## config.mk

```make
export PLATFORM = sky130hd
export DESIGN_NAME = bus_seq_key
export DESIGN_NICKNAME = d
export VERILOG_FILES = /design/src/rtl/bus_seq_key.sv
export SDC_FILE = /design/constraint.sdc
export NUM_CORES = 1
export LEC_CHECK = 0
export BUFFER_PORTS_ARGS = -buffer_cell sky130_fd_sc_hd__clkbuf_2
export CAP_MARGIN = 0
export CORE_ASPECT_RATIO = 1.5
export CORE_MARGIN = 3
export CORE_UTILIZATION = 30
export CTS_CLUSTER_DIAMETER = 50
export CTS_CLUSTER_SIZE = 16
export DETAILED_ROUTE_END_ITERATION = 16
export PLACE_DENSITY = 0.5
export SYNTH_ARGS = -nofsm -noshare
export SYNTH_HDL_FRONTEND = slang
export SYNTH_SLANG_ARGS = --single-unit
```

## constraint.sdc

```tcl
create_clock -name clk -period 2.2 [get_ports clk]
set_input_delay 0.44 -clock clk [delete_from_list [all_inputs] [get_ports clk]]
set_output_delay 0.44 -clock clk [all_outputs]
set_load 0.1 [all_outputs]
```

## src/rtl/bus_seq_key.sv

```systemverilog
// bus_seq_key: bus-sequenced key. A programmed sequence of qualified reads
// unlocks the block. While unlocked, each read returns LFSR response bits.
//
// state      | meaning
// -----------+-------------------------------------------------------------
// S_LOCKED   | idle, waiting for step 0 pattern; LFSR held at seed
// S_SEQ      | step_q patterns matched so far (1..STEPS-1)
// S_UNLOCKED | key open; reads return LFSR bits and advance the LFSR
module bus_seq_key #(
  parameter int                  AW          = 4,
  parameter int                  STEPS       = 4,
  parameter logic [STEPS*AW-1:0] SEQ         = 16'hAB92,
  parameter logic [AW-1:0]       LOCK_CODE   = 4'hF,
  parameter int                  LFSR_W      = 6,
  parameter logic [LFSR_W-1:0]   LFSR_TAPS   = 6'h30,
  parameter logic [LFSR_W-1:0]   LFSR_SEED   = 6'h01,
  parameter int                  DW          = 1,
  parameter logic [DW-1:0]       LOCK_PAT    = 1'b0,
  parameter int                  READ_BUDGET = 0
) (
  input  logic          clk,
  input  logic          rst_n,
  input  logic          bus_stb,
  input  logic          sser,
  input  logic          win,
  input  logic          br_w,
  input  logic [AW-1:0] ba_fld,
  output logic [DW-1:0] dout,
  output logic          dout_oe,
  output logic          unlocked,
  output logic [3:0]    step
);

  localparam int CW = (READ_BUDGET == 0) ? 1 : $clog2(READ_BUDGET + 1);

  typedef enum logic [1:0] {S_LOCKED, S_SEQ, S_UNLOCKED} state_t;

  state_t              state_q, state_d;
  logic [3:0]          step_q, step_d;
  logic [LFSR_W-1:0]   lfsr_q, lfsr_d;
  logic [CW-1:0]       cnt_q, cnt_d;
  logic [CW-1:0]       cnt_inc;
  logic                acc, rd, wr;

  // Step k pattern; k never reaches STEPS because the sequencer unlocks first.
  function automatic logic [AW-1:0] pat(input logic [3:0] i);
    return SEQ[int'(i)*AW +: AW];
  endfunction

  assign acc     = bus_stb & ~sser & win;
  assign rd      = acc & br_w;
  assign wr      = acc & ~br_w;
  assign cnt_inc = cnt_q + 1'b1;

  assign unlocked = (state_q == S_UNLOCKED);
  assign step     = (state_q == S_SEQ) ? step_q : 4'd0;
  assign dout     = unlocked ? lfsr_q[LFSR_W-1 -: DW] : LOCK_PAT;
  assign dout_oe  = rd;

  // State, step index, LFSR and read counter registers.
  always_ff @(posedge clk or negedge rst_n) begin
    if (!rst_n) begin
      state_q <= S_LOCKED;
      step_q  <= 4'd0;
      lfsr_q  <= LFSR_SEED;
      cnt_q   <= '0;
    end else begin
      state_q <= state_d;
      step_q  <= step_d;
      lfsr_q  <= lfsr_d;
      cnt_q   <= cnt_d;
    end
  end

  // Next-state: write beats relock code beats budget beats pattern match.
  always_comb begin
    state_d = state_q;
    step_d  = step_q;
    lfsr_d  = lfsr_q;
    cnt_d   = cnt_q;
    if (wr) begin
      state_d = S_LOCKED;
    end else if (rd) begin
      case (state_q)
        S_LOCKED: begin
          if (ba_fld == pat(4'd0)) begin
            if (STEPS == 1) begin
              state_d = S_UNLOCKED;
            end else begin
              state_d = S_SEQ;
              step_d  = 4'd1;
            end
          end
        end
        S_SEQ: begin
          if (ba_fld == pat(step_q)) begin
            if (step_q == 4'(STEPS - 1)) begin
              state_d = S_UNLOCKED;
              step_d  = 4'd0;
            end else begin
              step_d = step_q + 4'd1;
            end
          end else if (ba_fld == pat(4'd0)) begin
            step_d = 4'd1;
          end else begin
            state_d = S_LOCKED;
          end
        end
        S_UNLOCKED: begin
          if (ba_fld == LOCK_CODE) begin
            state_d = S_LOCKED;
          end else if ((READ_BUDGET != 0) && (cnt_inc == CW'(READ_BUDGET))) begin
            state_d = S_LOCKED;
          end else begin
            lfsr_d = {lfsr_q[LFSR_W-2:0], ^(lfsr_q & LFSR_TAPS)};
            cnt_d  = cnt_inc;
          end
        end
        default: state_d = S_LOCKED;
      endcase
    end
    // Every entry into LOCKED restarts the response stream from the seed.
    if (state_d == S_LOCKED) begin
      step_d = 4'd0;
      lfsr_d = LFSR_SEED;
      cnt_d  = '0;
    end
  end

endmodule

```

==> qor.yml <==
synthCells: 98
drt_iter0_drc: 26
top_layer: "met4"
hold_class: "input port to asynchronous set/reset pin"
cts_buffer_depth: 2
syn_to_final_growth_pct: 25.7
post_drt_wl_per_cell_um: 13.4
min_period_ns: 2.00
drive_above_1_share_pct: 29.2
cts_hold_buf: 0
swShare_pct: 22.4
routed-wl-met3_um: 67
syn_area_sq_um: 882
nets: 132
max_stage_delay_ns: 0.51
grt_pass1_wl_um: 3490
clk_latency_ns: 0.24
yosys.area_share.adder_pct: 1.42
wl_met1_um: 859
placed_area_sq_um: 1060
powerDensity_nw_per_um2: 427
io_buffers: 16
ant_nets: 0
cp.required_ns: 1.76
drc: 0
crit_slowest_cell: "dfrtp_1"
place.gp.congestion: 0.797
htreeDepth: 1
clockPowerShare_pct: 42.9
vdd_ir_drop_max_v: 0.000157
first_pass_iters: 4
root_buffer: "clkbuf_8"
crit_chain: "and2b_2 -> and2_2 -> clkbuf_2"
cts_buffers: 3
wl_met2_um: 1080
postSynthAreaPerCell_sq_um: 9.00
ios: 17
post_cts_buffers: 0
gr-usage-all-layers_pct: 13.0
cts_resized: 0
period_share_pct: 91.0
p_leak_uw: 0.000553
grt_start_max_net_pins: 13
ys_ff_latch: 12
hold_violations: 0
synthXorXnorAreaFrac_pct: 2.98
synth-simple-area-share_pct: 38.9
arrival_ns: 1.56
core_sq_um: 2730
antennaDiodeCount: 0
critPathKind: "flop to primary output"
dpl.hpwl_um: 1720
vias: 828
gr-total-overflow: 0
status: "finished, final reports clean"
seq_power_share_pct: 47.1
max_freq_mhz: 499
initial_core_util_pct: 32.3
synthDistinctLibCells: 39
synth-compound-area-share_pct: 13.3
tightest_slew_ns: 0.539
finalSetupViolCount: 0
final_cell_mix: "clkbuf_2 (11), dfrtp_1 (11), buf_4 (9)"
power.total_uw: 473
cp_max_fo: 10
final_area_sq_um: 1110
drv_slew: 0
die_width_um: 50.3
power_frac_comb_pct: 10.0
start_kind: "flop"
antenna_found_initial: 0
die_h_um: 72.4
num_rows: 23
fillers: 292
r2r_cells: 7
cts_tree: "done"
vias_per_cell: 5.27
muxShareOfSynthArea_pct: 6.95
reg2reg_setup_slack_ns: 0.32
synth_top_family_by_area: "simple AND/OR/NAND/NOR gates"
maxCapViolCount: 0
totalWireLength_um: 2110
power_switching_uw: 106
dieArea_sq_um: 3640
grt_pass1_vias: 778
clk_pin_slew_ns: 0.05
yosysSeqAreaShare_pct: 34.2
relSlewSlack_pct: 64.2
syn-num-nets: 109
internal-power_uw: 367
cts_sinks: 12
rsz0062_at_grt: "no"
fin_skew_ns: 0.00588
fin_setup_tns_ns: 0
synth-warning-count: 0
end_kind: "primary output"
[flip-flops by register name (all words and copies together), names as in the netlist]
register  cells
lfsr_q        6
step_q        4
state_q       2
[per-stage QoR]
step / setup WS, ns / utilization, % / std cells / hold WS, ns
2_1_floorplan: 0.00678 / - / 98 / 0.144
3_3_place_gp: 0.323 / 38.9 / 153 / 0.331
6_report: 0.198 / 40.5 / 157 / 0.0682
5_1_grt: 0.140 / 40.5 / 157 / 0.0949
3_5_place_dp: 0.350 / 38.9 / 153 / 0.337
4_1_cts: 0.194 / 40.5 / 157 / 0.0754
[path summary, 6_finish.rpt]
| check | start | end |
|---|---|---|
| max | state_q[1] | dout |
| min | rst_n | lfsr_q[3] |
| max reg2reg | step_q[0] | step_q[2] |
| min reg2reg | lfsr_q[2] | lfsr_q[3] |
| max in group asynchronous | rst_n | lfsr_q[0] |
| min in group clk | br_w | state_q[1] |
[cell usage after synthesis]
cell type,n,share of area [%]
o21ai_0,6,3.4
nor4_1,1,0.71
and3_1,2,1.4
nand4b_1,2,2.0
buf_4,1,0.85
dfstp_2,1,3.0
a21bo_2,1,1.1
or3b_2,1,0.99
or2_2,1,0.71
nor2_1,5,2.1
ha_1,1,1.4
o311ai_1,1,0.99
a21o_1,1,0.85
and4b_4,1,1.6
nor4b_1,1,0.99
xor2_1,3,3.0
dfrtp_1,11,31
and4b_1,1,1.1
nand3b_1,1,0.85
or2_1,1,0.71
and2_1,8,5.7
buf_2,1,0.57
a21oi_4,1,1.8
a41o_1,1,1.1
inv_1,1,0.43
mux2i_1,5,5.7
nor2b_1,6,4.3
and2b_1,1,0.85
nand3_1,3,1.7
nor3_1,6,3.4
a32o_1,1,1.1
a221o_1,1,1.1
a211oi_1,2,1.7
buf_1,1,0.43
nand2_1,7,3.0
nand4_1,4,2.8
mux2_2,1,1.3
nor3b_1,3,2.6
or3_1,2,1.4
[critical path, delay by kind of cell, from the launching register on]
| kind | cells | cell delay (ns) |
|---|---|---|
| flip-flops | 1 | 0.51 |
| buffers and inverters | 1 | 0.44 |
| AND/OR/NAND/NOR | 2 | 0.36 |
[cells by family after synthesis]
| group | count (synthesis) |
|---|---|
| flops | 12 |
| xor+xnor | 3 |
| mux | 6 |
| buf+inv | 4 |
| simple gates | 57 |
| fa+ha+maj | 1 |
| compound gates | 15 |
[layer usage]
| metal | up-vias | GRT usage (%) |
|---|---|---|
| met3 | 7 | 1.44 |
| met4 | 0 | 11.7 |
| li1 | 409 | - |
| met5 | - | 0 |
| met1 | 388 | 15.0 |
| met2 | 24 | 20.8 |
[layout make-up]
cell class	count	area (sq um)	area share (%)
Clock buffer	4	45.0	4.06
Inverter	1	7.51	0.677
Multi-Input combinational cell	82	566	51.0
Sequential cell	12	302	27.2
Tap cell	37	46.3	4.18
Timing Repair Buffer	21	143	12.9
[power by group through the flow]
stage	clock network, uW	logic [uW]	registers [uW]
2_1_floorplan	0	25.0	226
3_3_place_gp	0	47.3	226
3_5_place_dp	0	48.1	226
4_1_cts	208	48.1	223
5_1_grt	219	53.6	223
6_report	203	47.3	223
Note: power is estimated with default switching activity, not from simulation.
